--- src/rtl/hyperbus_device_responder.sv ---
// Device-side HyperBus responder: decodes the 48-bit CA, applies the CR0 initial latency,
// then serves SRAM bursts (linear or wrapped) or the CR0/ID0 register space at word rate.
module hyperbus_device_responder #(
    parameter int unsigned AddrWidth = 20,
    parameter int unsigned WrapWords = 16,
    parameter logic [15:0] IdValue   = 16'h0C81,
    parameter logic [15:0] Cr0Reset  = 16'h8F1F
) (
    input  logic                 clk_phy_i,
    input  logic                 rst_ni,
    input  logic                 cs_ni,
    input  logic [15:0]          dq_i,
    input  logic [1:0]           rwds_i,
    output logic [15:0]          dq_o,
    output logic                 dq_oe_o,
    output logic [1:0]           rwds_o,
    output logic                 rwds_oe_o,
    output logic                 mem_req_o,
    output logic                 mem_we_o,
    output logic [AddrWidth-1:0] mem_addr_o,
    output logic [15:0]          mem_wdata_o,
    output logic [1:0]           mem_be_o,
    input  logic [15:0]          mem_rdata_i
);

    localparam logic [AddrWidth-1:0] RegIdAddr  = '0;
    localparam logic [AddrWidth-1:0] RegCr0Addr = AddrWidth'(32'h800);
    localparam logic [AddrWidth-1:0] WrapMask   = AddrWidth'(WrapWords - 1);

    typedef enum logic [2:0] {
        IDLE  = 3'd0,
        CA    = 3'd1,
        LAT   = 3'd2,
        RDATA = 3'd3,
        WDATA = 3'd4,
        REGW  = 3'd5
    } state_e;

    state_e                state_q;
    logic                  ca_second_q;
    logic [31:0]           ca_hi_q;       // CA[47:16]; CA[15:0] arrives live on dq_i
    logic [3:0]            lat_cnt_q;
    logic                  is_read_q;
    logic                  is_reg_q;
    logic                  is_linear_q;
    logic [AddrWidth-1:0]  addr_q;
    logic [15:0]           cr0_q;

    logic                  active;
    logic [2:0]            lat_base;
    logic [3:0]            lat_len;
    logic                  lat_last;
    logic [AddrWidth-1:0]  dec_addr;
    logic [AddrWidth-1:0]  addr_inc;
    logic [AddrWidth-1:0]  addr_next;
    logic [15:0]           reg_rdata;

    assign active   = rst_ni & ~cs_ni;
    assign dec_addr = AddrWidth'({ca_hi_q[28:0], dq_i[2:0]});

    always_comb begin
        lat_base = 3'd6;
        case (cr0_q[7:4])
            4'b1110: lat_base = 3'd3;
            4'b1111: lat_base = 3'd4;
            4'b0000: lat_base = 3'd5;
            4'b0001: lat_base = 3'd6;
            4'b0010: lat_base = 3'd7;
            default: lat_base = 3'd6;
        endcase
    end

    assign lat_len  = cr0_q[3] ? {lat_base, 1'b0} : {1'b0, lat_base};
    assign lat_last = (state_q == LAT) && (lat_cnt_q == lat_len);

    // Wrapped bursts only advance the low log2(WrapWords) bits.
    assign addr_inc  = addr_q + 1'b1;
    assign addr_next = is_linear_q ? addr_inc
                                   : ((addr_q & ~WrapMask) | (addr_inc & WrapMask));

    always_comb begin
        reg_rdata = 16'h0000;
        if (addr_q == RegIdAddr)       reg_rdata = IdValue;
        else if (addr_q == RegCr0Addr) reg_rdata = cr0_q;
    end

    always_ff @(posedge clk_phy_i or negedge rst_ni) begin
        if (!rst_ni) begin
            state_q     <= IDLE;
            ca_second_q <= 1'b0;
            ca_hi_q     <= '0;
            lat_cnt_q   <= '0;
            is_read_q   <= 1'b0;
            is_reg_q    <= 1'b0;
            is_linear_q <= 1'b0;
            addr_q      <= '0;
            cr0_q       <= Cr0Reset;
        end else if (cs_ni) begin
            state_q <= IDLE;
        end else begin
            case (state_q)
                IDLE: begin
                    ca_hi_q[31:16] <= dq_i;
                    ca_second_q    <= 1'b0;
                    state_q        <= CA;
                end
                CA: begin
                    if (!ca_second_q) begin
                        ca_hi_q[15:0] <= dq_i;
                        ca_second_q   <= 1'b1;
                    end else begin
                        is_read_q   <= ca_hi_q[31];
                        is_reg_q    <= ca_hi_q[30];
                        is_linear_q <= ca_hi_q[29];
                        addr_q      <= dec_addr;
                        lat_cnt_q   <= 4'd1;
                        state_q     <= (!ca_hi_q[31] && ca_hi_q[30]) ? REGW : LAT;
                    end
                end
                LAT: begin
                    if (lat_last) begin
                        state_q <= is_read_q ? RDATA : WDATA;
                        // word 0 of a memory read is requested in the last latency cycle
                        if (is_read_q && !is_reg_q) addr_q <= addr_next;
                    end else begin
                        lat_cnt_q <= lat_cnt_q + 1'b1;
                    end
                end
                RDATA: begin
                    if (!is_reg_q) addr_q <= addr_next;
                end
                WDATA: begin
                    addr_q <= addr_next;
                end
                REGW: begin
                    if (addr_q == RegCr0Addr) cr0_q <= dq_i;
                    state_q <= IDLE;
                end
                default: state_q <= IDLE;
            endcase
        end
    end

    // Outputs follow state but are gated by chip select so a deselect silences the bus at once.
    always_comb begin
        dq_o        = 16'h0000;
        dq_oe_o     = 1'b0;
        rwds_o      = 2'b00;
        rwds_oe_o   = 1'b0;
        mem_req_o   = 1'b0;
        mem_we_o    = 1'b0;
        mem_addr_o  = '0;
        mem_wdata_o = 16'h0000;
        mem_be_o    = 2'b00;
        if (active) begin
            case (state_q)
                IDLE, CA: begin
                    rwds_oe_o = 1'b1;
                    rwds_o    = {2{cr0_q[3]}};
                end
                LAT: begin
                    if (lat_last && is_read_q && !is_reg_q) begin
                        mem_req_o  = 1'b1;
                        mem_addr_o = addr_q;
                    end
                end
                RDATA: begin
                    dq_oe_o   = 1'b1;
                    rwds_oe_o = 1'b1;
                    rwds_o    = 2'b10;
                    dq_o      = is_reg_q ? reg_rdata : mem_rdata_i;
                    if (!is_reg_q) begin
                        mem_req_o  = 1'b1;
                        mem_addr_o = addr_q;
                    end
                end
                WDATA: begin
                    mem_req_o   = 1'b1;
                    mem_we_o    = 1'b1;
                    mem_addr_o  = addr_q;
                    mem_wdata_o = dq_i;
                    mem_be_o    = ~rwds_i;
                end
                default: ;
            endcase
        end
    end

endmodule
--- config.mk ---
export PLATFORM = sky130hd
export DESIGN_NAME = hyperbus_device_responder
export DESIGN_NICKNAME = d
export VERILOG_FILES = /design/src/rtl/hyperbus_device_responder.sv
export SDC_FILE = /design/constraint.sdc
export NUM_CORES = 1
export LEC_CHECK = 0
export CAP_MARGIN = 20
export CORE_UTILIZATION = 30
export CTS_CLUSTER_DIAMETER = 120
export DETAILED_ROUTE_END_ITERATION = 10
export SYNTH_ARGS = -nofsm -noshare
export SYNTH_HDL_FRONTEND = slang
export SYNTH_SLANG_ARGS = --single-unit
--- constraint.sdc ---
create_clock -name clk_phy_i -period 8.1 [get_ports clk_phy_i]
set_input_delay 2.43 -clock clk_phy_i [delete_from_list [all_inputs] [get_ports clk_phy_i]]
set_output_delay 2.43 -clock clk_phy_i [all_outputs]
set_load 0.005 [all_outputs]
==> flow_summary_export.csv <==
group,metric,value,unit
sta,fin_setup_tns,0,ps
critical_path,critical_path.reg2reg.endpoint,"cr0_q[5]",
route,initialDrtViolationCount,319,
critical_path,critical_path_arrival,4700,ps
route,via_count,4407,
yosys,synth_edf_count,0,
die,initial_core_util,0.3080,
sta,hold_viol,0,
global_route,grt_max_degree,68,
final_layout,fillers,1442,
clock_network,cts_sinks,67,
clock_network,root_buffer,"clkbuf_16",
route,first_pass_iters,5,
sta,report.final.slew_viol_count,0,
hold_path,hold_path_depth,1,
placed_design,place_ws,949.2,ps
yosys,yosysWarnings,0,
sta,fin_ws,969.7,ps
status,status,"complete, no violations",
global_route,antenna_found_initial,0,
run,drv_cap,0,
yosys,synthTopCellsByArea,"dfrtp_1 32%, mux2_2 10%, dfstp_2 5.8%",
yosys,async_reset_ff_frac,1.000,
sta,fin_crit_sh,0.8803,
global_route,grt_pass1_vias,4232,
final_layout,syn_to_final_growth,31.05,%
yosys,synthCells,508,
critical_path,worst_setup_path_end_kind,"primary output",
hold_path,holdCritPathClass,"reg2reg",
hold_path,hold_path_end,"ca_hi_q[8]",
yosys,synth_fp_nets,548,
yosys,synth_top_family_by_area,"simple AND/OR/NAND/NOR gates",
critical_path,path_class,"in2out",
die,die-area,0.01547,mm^2
clock_network,cts_resized,0,
critical_path,r2r_setup_slack,5020,ps
sta,final-setup-viol-count,0,
critical_path,path_max_fanout,12,
sta,finClkSkew,9.993,ps
route,finalWirelength,14990,um
yosys,ys_seq_area_frac,0.3759,
sta,max_slew_margin,0.2471,
critical_path,r2r_start,"addr_q[9]",
power_and_ir_drop,irDropWorstVdd,160.4,uV
global_route,grt_usage,0.1948,
sta,fmax,0.1402,GHz
yosys,muxShareOfSynthArea,0.1047,
critical_path,crit_top_cell,"clkdlybuf4s50_1",
yosys,synthXorXnorAreaFrac,0,
route,route.detailed.drc,0,
yosys,yosys.area_share.simple,0.2437,
clock_network,cts_buffers,9,
global_route,grt_overflow_total,0,
route,ant_nets,0,
yosys,yosys.area.top_type,"dfrtp_1",
sta,fin_crit,7130,ps
final_layout,nets,618,
die,die_x,124.4,um
die,coreArea,0.01459,mm^2
yosys,synth-compound-area-share,0.2128,
clock_network,post_cts_buffers,0,
clock_network,htree_num_levels,3,
critical_path,crit_chain,"clkdlybuf4s50_1 -> nand2b_1 -> nor4b_1 -> or2_2 -> clkdlybuf4s50_1",
critical_path,path_buf_inv,2,
placed_design,port_buffers,96,
power_and_ir_drop,leakagePower,0.002272,uW
critical_path,start_kind,"input port",
critical_path,slowest_delay,600,ps
clock_network,clock_latency,340,ps
route,vias_per_cell,5.738,
clock_network,ctsHoldBuffers,0,
clock_network,clkSlewWorstSetupHoldPaths,50,ps
final_layout,drive_gt1_frac,0.1630,
global_route,grt_pass1_wl,23840,um
yosys,ys_seq_elements,67,
die,io_pins,97,
power_and_ir_drop,p_per_area,270.7,mW/mm^2
critical_path,cpLargestDelayFamily,"simple AND/OR/NAND/NOR gates",
placed_design,hpwl,10470,um
critical_path,reg2regPathDepth,5,
yosys,synth.top_cell.area_share,0.3175,
yosys,yosys_most_used_dff,"dfrtp_1",
clock_network,clockBufferDepth,2,
sta,worst_slew_pin_slew,1128,ps
critical_path,required,5670,ps
die,rows,44,
yosys,synth_area_per_cell,8.845,um^2
route,wl_per_cell,19.52,um
die,fp.dieH,124.4,um
clock_network,cts_tree,"yes",
sta,worst_hold_slack,511.1,ps
hold_path,worstHoldStart,"ca_hi_q[8]",
yosys,ys_types,65,
yosys,synthAdderAreaFrac,0.008354,
sta,rsz0062_at_grt,"false",
yosys,synth_area,0.004493,mm^2
critical_path,cp.depth,5,
placed_design,place_congestion,0.8757,
power_and_ir_drop,finalPower,1594,uW
critical_path,cpMaxStageDelayCell,"clkdlybuf4s50_1",
sequential cells by signal (all words and copies together) (netlist names):
name         flops
addr_q          20
ca_hi_q         20
ca_second_q      1
cr0_q           16
is_linear_q      1
is_read_q        1
is_reg_q         1
lat_cnt_q        4
state_q          3
area by class of cell:
type	count	area [um^2]	share of cell area
flip-flops and latches	67	1689	0.2869
multi-input cells	384	2589	0.4397
inverters	11	41.29	0.007012
diodes	1	2.502	0.0004250
clock buffers	11	252.7	0.04292
repair buffers	105	1023	0.1738
well taps	184	230.2	0.03910
clock inverters	5	60.06	0.01020
report_power, final:
group	switching [uW]	leakage, uW	total, uW	internal (uW)
clock network	153	0.000152	409	256
logic	307	0.00131	567	261
registers	163	0.000807	618	454
worst reg2reg max path, stage by stage (launching register included):
cell and delay (ps):
dfrtp_1 450, or4_1 600, nor4_1 310, nand2_1 180, nor4bb_4 990, mux2_2 430
cells by family after synthesis:
group | after synthesis
flip-flops | 67
AND/OR/NAND/NOR | 206
multiplexers | 42
AO/OA/AOI/OAI | 133
buffers and inverters | 57
adder cells (fa/ha/maj) | 3
Yosys cell counts, drive strengths merged, types with 3 or more instances:
master and count:
a211oi 5, a21oi 27, a22o 10, a22oi 17, and2 4, and3 24
buf 11, clkbuf 35, dfrtp 57, dfstp 10, ha 3, inv 11
mux2 40, nand2 45, nand2b 6, nand3 21, nand3b 4, nand4 5
nand4b 3, nor2 48, nor2b 4, nor3 7, nor3b 4, nor4 12
nor4b 3, o211ai 10, o21a 3, o21ai 18, o221ai 4, o31ai 10
o41ai 5, or2 3, or3 3, or4 5
how the worst max path moves through the flow:
| stage | from | end |
|---|---|---|
| CTS | cs_ni | rwds_o[1] |
| detailed placement | cs_ni | rwds_o[1] |
| global placement | cs_ni | rwds_o[1] |
| global route | cs_ni | rwds_o[1] |
| floorplan | cs_ni | rwds_o[1] |
| finish | cs_ni | rwds_o[1] |
through the flow:
stage,instance area [um^2],utilization,std cells
after floorplan,4493,-,508
after global placement,5565,0.3815,750
final,5888,0.4036,768
after CTS,5878,0.4029,766
after detailed placement,5565,0.3815,750
after global routing,5886,0.4034,767
layer usage:
layer	global-route usage	up-vias	wire, um
li1	-	2048	-
met1	0.2805	2143	7166
met2	0.2915	189	6656
met3	0.03651	27	864
met4	0.06308	0	307
met5	0	-	0
cells in the final DEF (no fill, tap or decap), types with 5 or more instances in the layout:
cell type / count
a22o_1: 10
nor2_1: 47
o31ai_1: 10
nand3_1: 21
and3_1: 23
inv_1: 11
nand2_1: 45
buf_4: 9
dfstp_2: 10
dfrtp_1: 57
o41ai_1: 5
nor4_1: 11
clkbuf_16: 9
nand2b_1: 6
nand4_1: 5
a22oi_1: 17
o21ai_0: 18
nor3_1: 7
clkdlybuf4s50_1: 95
mux2_2: 40
o211ai_1: 10
a21oi_1: 24
No activity file was read; power rests on OpenSTA's default activity.
